<file path="src/rtl/rr_grant_scheduler.sv">
// rtl/rr_grant_scheduler.sv - round-robin scheduler with registered one-hot grants
// Optional hold-limit revoke and expire pulse built only when ARB_HOLD_LIMIT_EN is defined.
module rr_grant_scheduler #(
  parameter int N        = 4,
  parameter int MAX_HOLD = 8,
  localparam int IDW     = (N > 1) ? $clog2(N) : 1
) (
  input  logic           clk,
  input  logic           res_n,
  input  logic [N-1:0]   req,
  output logic [N-1:0]   grant,
  output logic           grant_valid,
  output logic [IDW-1:0] grant_id,
  output logic           expire
);

  typedef enum logic {IDLE, BUSY} state_e;

  state_e         state_q, state_d;
  logic [N-1:0]   grant_q, grant_d;
  logic           valid_q, valid_d;
  logic [IDW-1:0] id_q, id_d;
  logic [IDW-1:0] ptr_q, ptr_d;

  logic [IDW-1:0] next_ptr;
  logic           owner_req;
  logic           revoke;
  logic [IDW-1:0] pick_start;
  logic [N-1:0]   pick_vec;
  logic [2*N-1:0] pick_dbl;
  logic [N-1:0]   pick_rot;
  logic [IDW-1:0] pick_off;
  logic [IDW:0]   pick_sum;
  logic [IDW-1:0] pick_idx;
  logic           pick_found;

  assign next_ptr  = (id_q == IDW'(N - 1)) ? '0 : id_q + 1'b1;
  assign owner_req = |(req & grant_q);

  // While busy the owner is masked out and the search starts just past it,
  // which serves both a release and a forced revoke with one picker.
  assign pick_start = (state_q == IDLE) ? ptr_q : next_ptr;
  assign pick_vec   = (state_q == IDLE) ? req : (req & ~grant_q);
  assign pick_dbl   = {pick_vec, pick_vec} >> pick_start;
  assign pick_rot   = pick_dbl[N-1:0];

  always_comb begin
    pick_found = 1'b0;
    pick_off   = '0;
    for (int i = N - 1; i >= 0; i--) begin
      if (pick_rot[i[IDW-1:0]]) begin
        pick_found = 1'b1;
        pick_off   = i[IDW-1:0];
      end
    end
  end

  always_comb begin
    pick_sum = {1'b0, pick_start} + {1'b0, pick_off};
    if (pick_sum >= (IDW+1)'(N)) pick_sum = pick_sum - (IDW+1)'(N);
    pick_idx = pick_sum[IDW-1:0];
  end

  always_comb begin
    state_d = state_q;
    grant_d = grant_q;
    valid_d = valid_q;
    id_d    = id_q;
    ptr_d   = ptr_q;
    case (state_q)
      IDLE: begin
        if (pick_found) begin
          state_d = BUSY;
          grant_d = {{(N-1){1'b0}}, 1'b1} << pick_idx;
          valid_d = 1'b1;
          id_d    = pick_idx;
        end
      end
      BUSY: begin
        if (!owner_req || revoke) begin
          ptr_d = next_ptr;
          if (pick_found) begin
            grant_d = {{(N-1){1'b0}}, 1'b1} << pick_idx;
            valid_d = 1'b1;
            id_d    = pick_idx;
          end else begin
            state_d = IDLE;
            grant_d = '0;
            valid_d = 1'b0;
            id_d    = '0;
          end
        end
      end
      default: state_d = IDLE;
    endcase
  end

  always_ff @(posedge clk or negedge res_n) begin
    if (!res_n) begin
      state_q <= IDLE;
      grant_q <= '0;
      valid_q <= 1'b0;
      id_q    <= '0;
      ptr_q   <= '0;
    end else begin
      state_q <= state_d;
      grant_q <= grant_d;
      valid_q <= valid_d;
      id_q    <= id_d;
      ptr_q   <= ptr_d;
    end
  end

`ifdef ARB_HOLD_LIMIT_EN
  logic [7:0] hold_q, hold_d;
  logic       expire_q, expire_d;

  // A release always beats the limit because revoke requires the owner still requesting.
  assign revoke = (state_q == BUSY) && owner_req && pick_found && (hold_q == 8'(MAX_HOLD));

  always_comb begin
    hold_d   = hold_q;
    expire_d = 1'b0;
    if (state_q == IDLE) begin
      if (pick_found) hold_d = 8'd1;
    end else if (!owner_req) begin
      hold_d = pick_found ? 8'd1 : 8'd0;
    end else if (revoke) begin
      hold_d   = 8'd1;
      expire_d = 1'b1;
    end else if (hold_q != 8'(MAX_HOLD)) begin
      hold_d = hold_q + 8'd1;
    end
  end

  always_ff @(posedge clk or negedge res_n) begin
    if (!res_n) begin
      hold_q   <= '0;
      expire_q <= 1'b0;
    end else begin
      hold_q   <= hold_d;
      expire_q <= expire_d;
    end
  end

  assign expire = expire_q;
`else
  logic unused_max_hold;
  assign unused_max_hold = (MAX_HOLD > 0);
  assign revoke          = 1'b0;
  assign expire          = 1'b0;
`endif

  assign grant       = grant_q;
  assign grant_valid = valid_q;
  assign grant_id    = id_q;

endmodule

</file>
<file path="config.mk">
export PLATFORM = sky130hd
export DESIGN_NAME = rr_grant_scheduler
export DESIGN_NICKNAME = d
export VERILOG_FILES = /design/src/rtl/rr_grant_scheduler.sv
export SDC_FILE = /design/constraint.sdc
export NUM_CORES = 1
export LEC_CHECK = 0
export CORE_AREA = 8 8 61 68
export DETAILED_ROUTE_END_ITERATION = 12
export DIE_AREA = 0 0 69 76
export HOLD_SLACK_MARGIN = 0.03
export SYNTH_ARGS = -nofsm -noshare
export SYNTH_HDL_FRONTEND = slang
export SYNTH_SLANG_ARGS = --single-unit
</file>
<file path="constraint.sdc">
create_clock -name clk -period 3.15 [get_ports clk]
set_clock_uncertainty 0.1 [all_clocks]
set_input_delay 0.315 -clock clk [delete_from_list [all_inputs] [get_ports clk]]
set_output_delay 0.315 -clock clk [all_outputs]
set_load 0.005 [all_outputs]
</file>
==> metrics.yaml, run 1 <==
yosys.area.top_type_share: 0.3425
rr_startpoint: "grant_id[1]$_DFFE_PN0P_"
cts_buffer_depth: 2
hold_violations: 0
clkPwrFrac: 0.110
dp_cells: 133
insertion_delay_ns: 0.27
ys_seq_elements: 10
wl_met2_um: 878
diodes: 0
wl_per_cell_um: 12.97
wl_met1_um: 820
crit_path_end_kind: "flip-flop"
routed.top_layer: "met3"
worst-setup-path-type: "reg2reg"
routed_wirelength_um: 1777
port_buffers: 12
seqPwrFrac: 0.222
power_leakage_nw: 0.3977
cts_tree: "built"
synthFlopType: "dfrtp_1"
via_per_inst: 5.088
grt_pass1_wl_um: 3263
fmax_ghz: 0.3471
fin_cells: 137
die_width_um: 69
crit_fanout: 5
drt_iter0_markers: 45
hpwlAfterDp_um: 1402
drcViolationCount: 0
combinationalPowerShare: 0.667
grt_max_degree: 11
drtAntennaViolNets: 0
power_switching_uw: 463.0
synth.distinct_cells: 35
slew_headroom: 0.6251
finalSetupTns_ns: 0
syn_inst: 83
cts-root-buf: "clkbuf_4"
initial_core_util: 0.2329
final.fill_count: 328
power_density_nw_per_um2: 1129
track_usage: 0.07040
nets: 110
synth_area_leaders: "dfrtp_1, nand2_1, mux2_2"
p_int_uw: 611.9
die_area_um2: 5244
synth.most_common_cell: "nand2_1"
drive_gt1_frac: 0.1584
antenna_found_initial: 0
status: "complete, no violations"
p_sw_frac: 0.4308
startpoint_type: "flip-flop"
netlist_top_cells_count: "nand2_1, dfrtp_1, nor2_1, inv_1, a21oi_1"
ff2ff_path_depth: 11
avgSynthCellArea_um2: 8.804
r2r_slack_ns: 0.27
worstPathArrival_ns: 2.92
ys_seq_area_frac: 0.3425
required_ns: 3.19
rows: 22
r2r-end: "grant_id[1]$_DFFE_PN0P_"
htreeDepth: 1
drv_cap: 0
peakVddDrop_mv: 0.3791
dr_total_vias: 697
synthToLayoutAreaGrowth_pct: 30.31
core_area_um2: 3138
period_minus_slack_ns: 2.881
ys_warn_count: 0
synth_nets: 91
wl_met3_um: 79
worstMarginPinSlew_ns: 0.5624
dr.pass1.iters: 4
synth_edf_count: 0
synth_top_cell_by_area: "dfrtp_1"
clock_sinks: 10
place.gp.congestion: 0.8526
cts_buffers: 3
async_flop_share: 1.000
grt-ovfl-total: 0
clkSlewWorstSetupHoldPaths_ns: 0.08
rsz0062_at_grt: "no"
hold_slack_ns: 0.2626
syn_area_um2: 730.7
ios: 14
post-route-period-util: 0.9145
fp.dieH_um: 76
hp-class: "in2async"
grt_pass1_vias: 715
finalSetupViolCount: 0
slew_viol_final: 0
p_total_mw: 1.075
==> registers in the layout, summed over array words and instances (netlist names) <==
| register | cells |
|---|---|
| grant_valid | 1 |
| grant | 4 |
| state_q | 1 |
| ptr_q | 2 |
| grant_id | 2 |
==> how the worst max path moves through the flow <==
stage                                        from                       to  cells past startpoint
final                     grant_id[1]$_DFFE_PN0P_  grant_id[1]$_DFFE_PN0P_                     11
after global routing      grant_id[0]$_DFFE_PN0P_     grant[3]$_DFFE_PN0P_                     11
after CTS                 grant_id[1]$_DFFE_PN0P_  grant_id[1]$_DFFE_PN0P_                     11
after detailed placement                   req[0]  grant_id[1]$_DFFE_PN0P_                     11
after global placement                     req[0]  grant_id[1]$_DFFE_PN0P_                     11
after floorplan           grant_id[0]$_DFFE_PN0P_  grant_id[1]$_DFFE_PN0P_                     11
==> final cells by class <==
class | instances | area, µm² | area share
flip-flops and latches | 10 | 250.2 | 0.2628
clock buffers | 4 | 36.28 | 0.03811
well taps | 36 | 45.04 | 0.04731
repair buffers | 16 | 150.1 | 0.1577
multi-input cells | 66 | 451.7 | 0.4744
inverters | 5 | 18.77 | 0.01971
==> kinds of logic after synthesis <==
kind of cell,synth area share
flip-flops,0.3425
buffers and inverters,0.05138
multiplexers,0.05993
AO/OA/AOI/OAI,0.3322
AND/OR/NAND/NOR,0.1507
other,0.005132
XOR/XNOR,0.02398
adder cells (fa/ha/maj),0.03424
==> layer usage <==
| layer | vias to the layer above | GRT usage |
|---|---|---|
| li1 | 346 | - |
| met1 | 339 | 0.08591 |
| met2 | 12 | 0.1145 |
| met3 | 0 | 0.01953 |
| met4 | 0 | 0.02464 |
| met5 | - | 0 |
==> power by group through the flow <==
stage                     clock network (mW)  logic [mW]  registers (mW)
after floorplan                            0       0.472           0.236
final                                  0.119       0.717           0.239
after detailed placement                   0       0.686           0.242
after global routing                   0.125       0.804           0.250
after global placement                     0       0.678           0.238
after CTS                              0.117       0.687           0.240
==> timing repair <==
| item | in CTS | in global routing |
|---|---|---|
| gates resized for setup | 0 | 1 |
| setup buffers | 0 | 0 |
| hold buffers | 0 | 0 |
| endpoints found under the setup margin | 0 | 1 |
==> layout by cell type (no fill, tap or decap), types with 2 or more instances in the layout <==
cell and instances:
a21oi_1 4, o21ai_0 3, xnor2_1 2, dfrtp_1 10
clkbuf_4 3, buf_4 4, a21boi_1 2, mux2_2 3
clkdlybuf4s50_1 12, nor4_1 2, nand4_1 2, nand2_1 14
ha_1 2, a211o_1 2, a31oi_1 2, nor2_1 6
a21boi_0 2, a22o_1 3, inv_1 5
==> through the flow <==
step	instance area (µm²)	util	setup slack, ns
after floorplan	730.7	-	0.3844
after global placement	907.1	0.2891	0.1411
after detailed placement	907.1	0.2891	0.1170
after CTS	943.4	0.3006	0.2241
after global routing	952.2	0.3034	0.02804
final	952.2	0.3034	0.2692
==> critical path: stages, from the launching register on <==
cell and delay, ns:
dfrtp_1 0.40, ha_1 0.32, mux2_2 0.33, o21ai_0 0.16, a21oi_1 0.10, nor3_1 0.26
a31oi_1 0.07, ha_1 0.24, xnor2_1 0.15, a31o_2 0.25, o211ai_4 0.23, o21ai_0 0.12
(Power assumes the default switching activity.)
==> run 2: changes to the inputs <==
- GPL_ROUTABILITY_DRIVEN: not set -> 0
- GPL_TIMING_DRIVEN: not set -> 0
- TNS_END_PERCENT: not set -> 50
==> metrics.yaml, run 2 (synthesized netlist as in run 1, its figures left out) <==
grt_pass1_wl_um: 3118  # -4.4%
post_cts_buffers: 0  # unchanged
combinationalPowerShare: 0.660  # -0.007
crit_fanout: 5  # unchanged
initial_core_util: 0.2329  # unchanged
power_switching_uw: 452.6  # -2.3%
startpoint_type: "flip-flop"
drt_iter0_markers: 38  # -16%
crit_path_top_delay_cell: "dfrtp_1"
port_buffers: 12  # unchanged
cts-root-buf: "clkbuf_4"
grt_max_degree: 11  # unchanged
r2r_slack_ns: 0.19  # -0.08 ns
cp_cell_sequence: "ha_1, mux2_2, o21ai_0, a21oi_1, nor3_2, a31oi_1, ha_1, xnor2_1, a31o_2, o211ai_4, o21ai_0"
finalSetupTns_ns: 0  # unchanged
r2r-end: "grant_id[1]$_DFFE_PN0P_"
final.fill_count: 346  # +5.5%
via_per_inst: 5.074  # -0.27%
drive_gt1_frac: 0.1515  # -0.006901
rr_startpoint: "grant_id[0]$_DFFE_PN0P_"
die_width_um: 69  # unchanged
post_dp_cell_area_um2: 895.9  # -1.2%
power_density_nw_per_um2: 1107  # -2.0%
hpwlAfterDp_um: 1378  # -1.7%
diodes: 0  # unchanged
hp-class: "in2async"
design_area_um2: 945.9  # -0.66%
htreeDepth: 1  # unchanged
core_area_um2: 3138  # unchanged
crit_path_end_kind: "flip-flop"
clock_sinks: 10  # unchanged
status: "complete, no violations"
final_common_cell: "nand2_1"
synthToLayoutAreaGrowth_pct: 29.45
slew_headroom: 0.5732  # -0.05187
insertion_delay_ns: 0.26  # about the same
cts_buffers: 3  # unchanged
grt_pass1_vias: 675  # -5.6%
dr.pass1.iters: 4  # unchanged
ff2ff_path_depth: 11  # unchanged
hold_violations: 0  # unchanged
drcViolationCount: 0  # unchanged
p_int_uw: 594.2  # -2.9%
fp.dieH_um: 76  # unchanged
worst-setup-path-type: "reg2reg"
finalSetupViolCount: 0  # unchanged
p_sw_frac: 0.4323  # +0.001583
fmax_ghz: 0.3377  # -2.7%
peakVddDrop_mv: 0.3593  # -5.2%
dr_total_vias: 685  # -1.7%
track_usage: 0.06707  # -0.003331
clkPwrFrac: 0.108  # -0.002
ios: 14  # unchanged
largest_reg_flops: 4  # unchanged
multi_input_area_um2: 456.7  # +1.1%
crit_path_max_incr_delay_ns: 0.43  # +0.03 ns
drv_cap: 0  # unchanged
cts_tree: "built"
final_cell_mix: "nand2_1, clkdlybuf4s50_1, dfrtp_1"
fin_cells: 135  # -1.5%
ff_latch_area_um2: 250.2  # unchanged
die_area_um2: 5244  # unchanged
seqPwrFrac: 0.231  # +0.009
required_ns: 3.17  # -0.02 ns
slew_viol_final: 0  # unchanged
clkSlewWorstSetupHoldPaths_ns: 0.07  # about the same
drtAntennaViolNets: 0  # unchanged
worstPathArrival_ns: 2.98  # +0.06 ns
wl_per_cell_um: 12.62  # -2.7%
worstMarginPinSlew_ns: 0.6345  # +0.07211 ns
nets: 108  # -1.8%
routed_wirelength_um: 1704  # -4.1%
power_leakage_nw: 0.3910  # -1.7%
grt-ovfl-total: 0  # unchanged
rsz0062_at_grt: "no"
rows: 22  # unchanged
period_minus_slack_ns: 2.961  # +0.08059 ns
post-route-period-util: 0.9401  # +0.02559
dp_cells: 131  # -1.5%
cts_buffer_depth: 2  # unchanged
antenna_found_initial: 0  # unchanged
## run 2: cell types whose count changed in the layout (fill, tap and decap cells not counted), sizes merged
cell	change
buf	-2
## run 2: layer usage
layer / vias up / wire length [µm] / global-route usage / part of all wire
met5: - / 0 / 0 / 0
met4: 0 / 0 / 0.03080 / 0
met3: 0 / 80 / 0.01172 / 0.047
met2: 14 / 840 / 0.1090 / 0.49
met1: 325 / 783 / 0.08315 / 0.46
li1: 346 / - / - / -
## run 2: critical path, delay by kind of cell (launching register included)
kind / cells / cell delay, ns
AOI/OAI and AO/OA: 6 / 0.93
adders and majority gates: 2 / 0.60
muxes: 1 / 0.33
DFF: 1 / 0.43
xor gates and xnor gates: 1 / 0.15
and+or+nand+nor: 1 / 0.27
## run 2: how the worst max path moves through the flow
stage | startpoint | end | slack (ns) | depth (start not counted)
after global placement | req[2] | grant_id[1]$_DFFE_PN0P_ | -0.03 | 10
after floorplan | grant_id[0]$_DFFE_PN0P_ | grant_id[1]$_DFFE_PN0P_ | 0.38 | 11
after detailed placement | req[2] | grant_id[1]$_DFFE_PN0P_ | -0.06 | 10
final | grant_id[0]$_DFFE_PN0P_ | grant_id[1]$_DFFE_PN0P_ | 0.19 | 11
after global routing | grant_id[0]$_DFFE_PN0P_ | grant_id[1]$_DFFE_PN0P_ | 0.008 | 11
after CTS | grant_id[0]$_DFFE_PN0P_ | grant_id[1]$_DFFE_PN0P_ | 0.08 | 11
## run 2: final cells by class
class	count	share of cell area
clock buffers	4	0.03836
well taps	36	0.04762
flip-flops and latches	10	0.2646
inverters	5	0.01984
plain buffers	2	0.01984
repair buffers	12	0.1270
multi-input cells	66	0.4828
## run 2: timing repair
item | 4_1_cts | 5_1_grt
setup endpoints to repair | 0 | 5
hold buffers | 0 | 0
gates resized for setup | 0 | 2
## run 2: power groups by stage
stage | combinational, mW | clock [mW] | sequential [mW]
2_1_floorplan | 0.472 | 0 | 0.236
3_3_place_gp | 0.640 | 0 | 0.243
3_5_place_dp | 0.659 | 0 | 0.246
4_1_cts | 0.661 | 0.117 | 0.244
5_1_grt | 0.763 | 0.123 | 0.251
6_report | 0.691 | 0.113 | 0.242
## run 2: per-stage QoR
stage / worst slack (ns) / power [mW] / hold slack (ns) / util
3_5_place_dp: -0.05551 / 0.9052 / 0.3749 / 0.2855
2_1_floorplan: 0.3844 / 0.7081 / -0.08059 / -
4_1_cts: 0.07739 / 1.022 / 0.2678 / 0.2970
5_1_grt: 0.008011 / 1.136 / 0.3258 / 0.3014
3_3_place_gp: -0.03190 / 0.8828 / 0.3630 / 0.2855
6_report: 0.1886 / 1.047 / 0.2601 / 0.3014
